==> src/rtl/uart_pkg.sv <==
// Shared UART definitions: oversampling constants and receiver state encoding.
package uart_pkg;

    localparam int OVERSAMPLE = 16;
    localparam int MID_SAMPLE = 7;

    typedef enum logic [2:0] {
        idle   = 3'd0,
        start  = 3'd1,
        data   = 3'd2,
        parity = 3'd3,
        stop   = 3'd4
    } rx_state_t;

endpackage

==> src/rtl/uart_sync2.sv <==
// Two-flop synchronizer for an asynchronous single-bit input with a selectable reset value.
module uart_sync2 #(
    parameter logic RESET_VAL = 1'b1
) (
    input  logic clk,
    input  logic reset,
    input  logic d,
    output logic q
);

    logic meta_reg;
    logic sync_reg;

    always_ff @(posedge clk) begin
        if (reset) begin
            meta_reg <= RESET_VAL;
            sync_reg <= RESET_VAL;
        end else begin
            meta_reg <= d;
            sync_reg <= meta_reg;
        end
    end

    assign q = sync_reg;

endmodule

==> src/rtl/uart_receiver.sv <==
// 16x oversampled UART receiver: start, DBIT data bits LSB first, stop bit.
// Optional even-parity check is built when UART_RX_PARITY_EN is defined.
module uart_receiver
    import uart_pkg::*;
#(
    parameter int DBIT    = 8,
    parameter int SB_TICK = 16
) (
    input  logic            clk,
    input  logic            reset,
    input  logic            s_tick,
    input  logic            rx,
    output logic [DBIT-1:0] rx_dout,
    output logic            rx_done_tick,
    output logic            frame_err,
    output logic            parity_err
);

    localparam int NW = (DBIT > 1) ? $clog2(DBIT) : 1;
    localparam logic [4:0]    S_MID  = 5'(MID_SAMPLE);
    localparam logic [4:0]    S_BIT  = 5'(OVERSAMPLE - 1);
    localparam logic [4:0]    S_STOP = 5'(SB_TICK - 1);
    localparam logic [NW-1:0] N_LAST = NW'(DBIT - 1);

    logic rx_sync;

    rx_state_t       state_reg, state_next;
    logic [4:0]      s_reg, s_next;
    logic [NW-1:0]   n_reg, n_next;
    logic [DBIT-1:0] b_reg, b_next;
    logic [DBIT-1:0] dout_reg, dout_next;
    logic            done_reg, done_next;
    logic            ferr_reg, ferr_next;
`ifdef UART_RX_PARITY_EN
    logic            pbad_reg, pbad_next;
    logic            perr_reg, perr_next;
`endif

    uart_sync2 #(
        .RESET_VAL(1'b1)
    ) u_sync (
        .clk  (clk),
        .reset(reset),
        .d    (rx),
        .q    (rx_sync)
    );

    always_ff @(posedge clk) begin
        if (reset) begin
            state_reg <= idle;
            s_reg     <= '0;
            n_reg     <= '0;
            b_reg     <= '0;
            dout_reg  <= '0;
            done_reg  <= 1'b0;
            ferr_reg  <= 1'b0;
`ifdef UART_RX_PARITY_EN
            pbad_reg  <= 1'b0;
            perr_reg  <= 1'b0;
`endif
        end else begin
            state_reg <= state_next;
            s_reg     <= s_next;
            n_reg     <= n_next;
            b_reg     <= b_next;
            dout_reg  <= dout_next;
            done_reg  <= done_next;
            ferr_reg  <= ferr_next;
`ifdef UART_RX_PARITY_EN
            pbad_reg  <= pbad_next;
            perr_reg  <= perr_next;
`endif
        end
    end

    // Idle exit is clk-driven so the start-bit timing begins on the falling edge itself.
    always_comb begin
        state_next = state_reg;
        s_next     = s_reg;
        n_next     = n_reg;
        b_next     = b_reg;
`ifdef UART_RX_PARITY_EN
        pbad_next  = pbad_reg;
`endif
        case (state_reg)
            idle: begin
                if (!rx_sync) begin
                    state_next = start;
                    s_next     = '0;
                end
            end
            start: begin
                if (s_tick) begin
                    if (s_reg == S_MID) begin
                        if (!rx_sync) begin
                            state_next = data;
                            s_next     = '0;
                            n_next     = '0;
                        end else begin
                            state_next = idle;
                        end
                    end else begin
                        s_next = s_reg + 5'd1;
                    end
                end
            end
            data: begin
                if (s_tick) begin
                    if (s_reg == S_BIT) begin
                        s_next = '0;
                        b_next = {rx_sync, b_reg[DBIT-1:1]};
                        if (n_reg == N_LAST) begin
`ifdef UART_RX_PARITY_EN
                            state_next = parity;
`else
                            state_next = stop;
`endif
                        end else begin
                            n_next = n_reg + 1'b1;
                        end
                    end else begin
                        s_next = s_reg + 5'd1;
                    end
                end
            end
`ifdef UART_RX_PARITY_EN
            parity: begin
                if (s_tick) begin
                    if (s_reg == S_BIT) begin
                        s_next     = '0;
                        pbad_next  = (^b_reg) ^ rx_sync;
                        state_next = stop;
                    end else begin
                        s_next = s_reg + 5'd1;
                    end
                end
            end
`endif
            stop: begin
                if (s_tick) begin
                    if (s_reg == S_STOP) begin
                        state_next = idle;
                    end else begin
                        s_next = s_reg + 5'd1;
                    end
                end
            end
            default: state_next = idle;
        endcase
    end

    // Outputs are registered so rx_dout is already valid in the strobe cycle.
    always_comb begin
        done_next = 1'b0;
        ferr_next = 1'b0;
        dout_next = dout_reg;
`ifdef UART_RX_PARITY_EN
        perr_next = 1'b0;
`endif
        if (state_reg == stop && s_tick && s_reg == S_STOP) begin
            done_next = 1'b1;
            ferr_next = ~rx_sync;
            dout_next = b_reg;
`ifdef UART_RX_PARITY_EN
            perr_next = pbad_reg;
`endif
        end
    end

    assign rx_dout      = dout_reg;
    assign rx_done_tick = done_reg;
    assign frame_err    = ferr_reg;
`ifdef UART_RX_PARITY_EN
    assign parity_err   = perr_reg;
`else
    assign parity_err   = 1'b0;
`endif

endmodule

==> config.mk <==
export PLATFORM = sky130hd
export DESIGN_NAME = uart_receiver
export DESIGN_NICKNAME = d
export VERILOG_FILES = /design/src/rtl/uart_pkg.sv /design/src/rtl/uart_sync2.sv /design/src/rtl/uart_receiver.sv
export SDC_FILE = /design/constraint.sdc
export NUM_CORES = 1
export LEC_CHECK = 0
export CORE_MARGIN = 4
export CORE_UTILIZATION = 40
export CTS_BUF_LIST = sky130_fd_sc_hd__clkbuf_2
export CTS_CLUSTER_DIAMETER = 80
export DETAILED_ROUTE_END_ITERATION = 7
export PLACE_DENSITY = 0.68
export SLEW_MARGIN = 0
export SYNTH_ARGS = -nofsm -noshare
export SYNTH_HDL_FRONTEND = slang
export SYNTH_SLANG_ARGS = --single-unit
==> constraint.sdc <==
create_clock -name clk -period 2.3 [get_ports clk]
set_input_delay 0.46 -clock clk [delete_from_list [all_inputs] [get_ports clk]]
set_output_delay 0.46 -clock clk [all_outputs]
set_load 0.01 [all_outputs]
==> metrics.txt <==
# TYPE chip_impl_metric gauge
chip_impl_metric{name="vias",unit=""} 1209
chip_impl_metric{name="worst-endpoint-required",unit="ns"} 2.57
chip_impl_metric{name="crit_fanout",unit=""} 10
chip_impl_metric{name="pre_cts_slack",unit="ns"} 0.224
chip_impl_metric{name="grt_pass1_wl",unit="mm"} 5.63
chip_impl_metric{name="multiInputGateArea",unit="um^2"} 850
chip_impl_metric{name="min_period_over_period",unit=""} 0.870
chip_impl_metric{name="post_cts_resize_count",unit=""} 0
chip_impl_info{name="critical_path.endpoint_type",value="flop"} 1
chip_impl_metric{name="dpl_cell_area",unit="um^2"} 1690
chip_impl_metric{name="hold_viol_final",unit=""} 0
chip_impl_metric{name="finalWorstSetupSlack",unit="ns"} 0.300
chip_impl_metric{name="syn-instance-count",unit=""} 161
chip_impl_metric{name="ys_seq_area_frac",unit=""} 0.406
chip_impl_metric{name="cts.sink_count",unit=""} 31
chip_impl_metric{name="maxSlewViolCount",unit=""} 0
chip_impl_metric{name="number_of_distinct_library_cells_after_synthesis",unit=""} 49
chip_impl_metric{name="setup_viol",unit=""} 0
chip_impl_metric{name="r2r_setup_slk",unit="ns"} 0.30
chip_impl_metric{name="yosysWarningCount",unit=""} 0
chip_impl_metric{name="synth-seq-cells",unit=""} 31
chip_impl_metric{name="drtPass1Iterations",unit=""} 4
chip_impl_metric{name="half_perimeter_wire_length_after_detailed_placement",unit="mm"} 2.34
chip_impl_metric{name="cts_max_path_buffers",unit=""} 2
chip_impl_info{name="worst_hold_path_ep",value="u_sync.q$_SDFF_PP1_"} 1
chip_impl_metric{name="vdd_drop_max",unit="mV"} 0.344
chip_impl_info{name="critical_path.reg2reg.endpoint",value="rx_dout[4]$_SDFFE_PP0P_"} 1
chip_impl_metric{name="grt_max_degree",unit=""} 16
chip_impl_metric{name="drcViolationCount",unit=""} 0
chip_impl_metric{name="placement_rows",unit=""} 22
chip_impl_metric{name="fill_cells",unit=""} 364
chip_impl_metric{name="post_synthesis_cell_area",unit="um^2"} 1530
chip_impl_metric{name="wl_per_cell",unit="um"} 14.6
chip_impl_info{name="cts_tree",value="done"} 1
chip_impl_metric{name="ant_nets",unit=""} 0
chip_impl_info{name="hold_start",value="u_sync.meta_reg$_SDFF_PP1_"} 1
chip_impl_info{name="ctsRootBufferMaster",value="sky130_fd_sc_hd__clkbuf_2"} 1
chip_impl_metric{name="totalWireLength",unit="mm"} 3.25
chip_impl_metric{name="max_cap_viol_count",unit=""} 0
chip_impl_metric{name="max_slew.worst_pin.slew",unit="ns"} 0.504
chip_impl_metric{name="leakagePower",unit="nW"} 0.757
chip_impl_metric{name="power.net_switching",unit="mW"} 0.340
chip_impl_metric{name="syn2layout_area_growth",unit="%"} 13.2
chip_impl_metric{name="postSynthAreaPerCell",unit="um^2"} 9.50
chip_impl_info{name="criticalPathCategory",value="reg -> reg"} 1
chip_impl_metric{name="globalRouteOverflowTotal",unit=""} 0
chip_impl_info{name="worst_min_delay_path_class",value="reg -> reg"} 1
chip_impl_metric{name="timing.fmax",unit="MHz"} 500
chip_impl_metric{name="total_power",unit="mW"} 1.06
chip_impl_metric{name="count_of_port_buffers_added_during_placement",unit=""} 13
chip_impl_metric{name="drt_iter0_markers",unit=""} 113
chip_impl_metric{name="nets_in_the_synthesized_netlist",unit=""} 169
chip_impl_metric{name="globalRouteTotalUtil",unit=""} 0.145
chip_impl_metric{name="internal_power",unit="mW"} 0.719
chip_impl_metric{name="hold-path-cell-count",unit=""} 1
chip_impl_metric{name="pwr_density_cell",unit="nW/um^2"} 612
chip_impl_info{name="r2r-start",value="s_reg[0]$_SDFFE_PP0P_"} 1
chip_impl_metric{name="antenna_found_initial",unit=""} 0
chip_impl_metric{name="layout.area.seq",unit="um^2"} 621
chip_impl_metric{name="synth_edf_count",unit=""} 0
chip_impl_metric{name="cts_hold_buf",unit=""} 0
chip_impl_metric{name="crit_path_dat",unit="ns"} 2.27
chip_impl_metric{name="antenna_cells",unit=""} 0
chip_impl_metric{name="final_total_negative_setup_slack",unit="ns"} 0
chip_impl_metric{name="net_sw_frac",unit=""} 0.321
chip_impl_metric{name="cts_made_buffers",unit=""} 5
chip_impl_info{name="outcome",value="finished, final reports clean"} 1
chip_impl_metric{name="floorplan.initialDensity",unit=""} 0.415
chip_impl_metric{name="gp_congestion",unit=""} 0.860
chip_impl_metric{name="die_width",unit="um"} 69.8
chip_impl_metric{name="drive_above_1_share",unit=""} 0.120
chip_impl_info{name="synthFlopType",value="sky130_fd_sc_hd__dfxtp_1"} 1
chip_impl_metric{name="stdcell_area",unit="um^2"} 1730
chip_impl_metric{name="finalNetCount",unit=""} 182
chip_impl_metric{name="core_area",unit="um^2"} 3690
chip_impl_metric{name="post-route-min-period",unit="ns"} 2.00
chip_impl_metric{name="power.share.combinational",unit=""} 0.208
chip_impl_metric{name="clock_power_share",unit=""} 0.243
chip_impl_info{name="crit_path_start_kind",value="flop"} 1
chip_impl_metric{name="synth-async-reset-ratio",unit=""} 0
chip_impl_metric{name="via_count_of_the_first_global_routing_pass",unit=""} 1231
chip_impl_metric{name="design.die.area",unit="um^2"} 4880
chip_impl_metric{name="post-cts-setup-buffers",unit=""} 0
chip_impl_metric{name="clk-insertion-delay-late",unit="ns"} 0.37
chip_impl_metric{name="slew_headroom",unit=""} 0.659
chip_impl_metric{name="y_dimension_of_the_die",unit="um"} 69.8
chip_impl_metric{name="h_tree_depth_reported_by_cts",unit=""} 2
chip_impl_metric{name="pwr-share-seq",unit=""} 0.549
chip_impl_metric{name="drt-vias-per-instance",unit=""} 5.42
chip_impl_info{name="grt_setup_unrepaired",value="false"} 1
chip_impl_metric{name="worstRegToRegCells",unit=""} 5
chip_impl_metric{name="worst_setup_hold_path_clk_slew",unit="ns"} 0.16
chip_impl_metric{name="number_of_ports_placed_on_the_die_boundary",unit=""} 15
chip_impl_metric{name="largest_clock_skew_in_the_final_design",unit="ns"} 0.0114
## cells in the final DEF (no fill, tap or decap), types with 2 or more instances in the layout
cell type / netlist / layout
sky130_fd_sc_hd__a2bb2oi_1: 2 / 2
sky130_fd_sc_hd__ha_1: 4 / 4
sky130_fd_sc_hd__nor2b_1: 2 / 2
sky130_fd_sc_hd__buf_4: 2 / 3
sky130_fd_sc_hd__or3b_1: 2 / 2
sky130_fd_sc_hd__nand2_1: 6 / 6
sky130_fd_sc_hd__clkinv_2: 0 / 3
sky130_fd_sc_hd__a211o_1: 2 / 2
sky130_fd_sc_hd__nor3_1: 3 / 3
sky130_fd_sc_hd__o21a_1: 3 / 3
sky130_fd_sc_hd__o22ai_1: 2 / 2
sky130_fd_sc_hd__clkbuf_2: 0 / 5
sky130_fd_sc_hd__dfxtp_1: 31 / 31
sky130_fd_sc_hd__o21ai_0: 4 / 4
sky130_fd_sc_hd__and4_1: 2 / 2
sky130_fd_sc_hd__nand2b_1: 8 / 8
sky130_fd_sc_hd__nand3_1: 2 / 2
sky130_fd_sc_hd__o211ai_1: 2 / 2
sky130_fd_sc_hd__o21ai_1: 2 / 2
sky130_fd_sc_hd__a21oi_1: 4 / 4
sky130_fd_sc_hd__or2_2: 2 / 2
sky130_fd_sc_hd__a21boi_0: 2 / 2
sky130_fd_sc_hd__clkdlybuf4s50_1: 0 / 13
sky130_fd_sc_hd__nor2_1: 25 / 25
sky130_fd_sc_hd__mux2i_1: 16 / 16
## power groups by stage
| stage | sequential (mW) | clock [mW] | combinational (mW) |
|---|---|---|---|
| floorplan | 0.570 | 0 | 0.203 |
| global placement | 0.591 | 0 | 0.212 |
| detailed placement | 0.593 | 0 | 0.218 |
| CTS | 0.581 | 0.273 | 0.219 |
| global route | 0.585 | 0.302 | 0.242 |
| finish | 0.581 | 0.257 | 0.220 |
## worst max-delay path: stages, from the launching register on
cell                       delay (ns)
sky130_fd_sc_hd__dfxtp_1         0.42
sky130_fd_sc_hd__ha_1            0.26
sky130_fd_sc_hd__nand4b_1        0.25
sky130_fd_sc_hd__or3_1           0.67
sky130_fd_sc_hd__mux2i_1         0.25
sky130_fd_sc_hd__nor2_1          0.05
## how the worst max path moves through the flow
stage / end / start / cells past startpoint / slack (ns)
after floorplan: s_reg[4]$_SDFFE_PP0P_ / s_reg[0]$_SDFFE_PP0P_ / 5 / 0.63
after global placement: rx_dout[5]$_SDFFE_PP0P_ / s_tick / 5 / 0.25
after detailed placement: rx_dout[4]$_SDFFE_PP0P_ / s_tick / 5 / 0.22
after CTS: rx_dout[4]$_SDFFE_PP0P_ / s_reg[0]$_SDFFE_PP0P_ / 5 / 0.30
after global routing: rx_dout[5]$_SDFFE_PP0P_ / s_reg[0]$_SDFFE_PP0P_ / 5 / 0.16
final: rx_dout[4]$_SDFFE_PP0P_ / s_reg[0]$_SDFFE_PP0P_ / 5 / 0.30
## cell type report
class                   instances  area share
well taps                      48      0.0347
repair buffers                 16      0.0882
multi-input cells             118       0.491
inverters                       2     0.00434
flip-flops and latches         31       0.359
clock inverters                 3     0.00868
clock buffers                   5      0.0145
## cells in the mapped netlist (all sizes together), types with 2 or more instances
cell type	instances	area share
or2	3	0.012
dfxtp	31	0.41
nand2b	8	0.033
and4	2	0.011
ha	4	0.033
o211ai	2	0.0098
mux2i	16	0.10
or3b	2	0.011
o32ai	2	0.029
nor2	25	0.061
nor2b	2	0.0082
or3	2	0.011
clkbuf	3	0.0074
buf	7	0.026
a211o	2	0.011
o22ai	2	0.0082
nand2	6	0.015
a21oi	4	0.013
nor3	3	0.0098
nand3	3	0.013
a2bb2oi	2	0.011
o21a	3	0.015
a21boi	2	0.0098
o21ai	6	0.020
a31o	2	0.011
## routing by layer
metal  GRT usage  up-vias  part of all wire
met5           0        -                 0
met4      0.0553        0             0.016
met3      0.0638        7             0.063
met2       0.238       25              0.47
met1       0.164      578              0.45
li1            -      599                 -
## stage by stage
stage	utilization	hold slack (ns)	instances
floorplan	-	0.389	161
global placement	0.458	0.395	215
detailed placement	0.458	0.397	215
CTS	0.469	0.438	223
global route	0.469	0.467	223
finish	0.469	0.435	223
## logic make-up after synthesis
| group | share of synthesized area |
|---|---|
| buf+inv | 0.0385 |
| compound gates | 0.185 |
| fa+ha+maj | 0.0327 |
| other cells | 0.00245 |
| flops | 0.406 |
| mux | 0.105 |
| simple gates | 0.225 |
| xor+xnor | 0.00573 |
No activity file was read; power rests on OpenSTA's default activity.
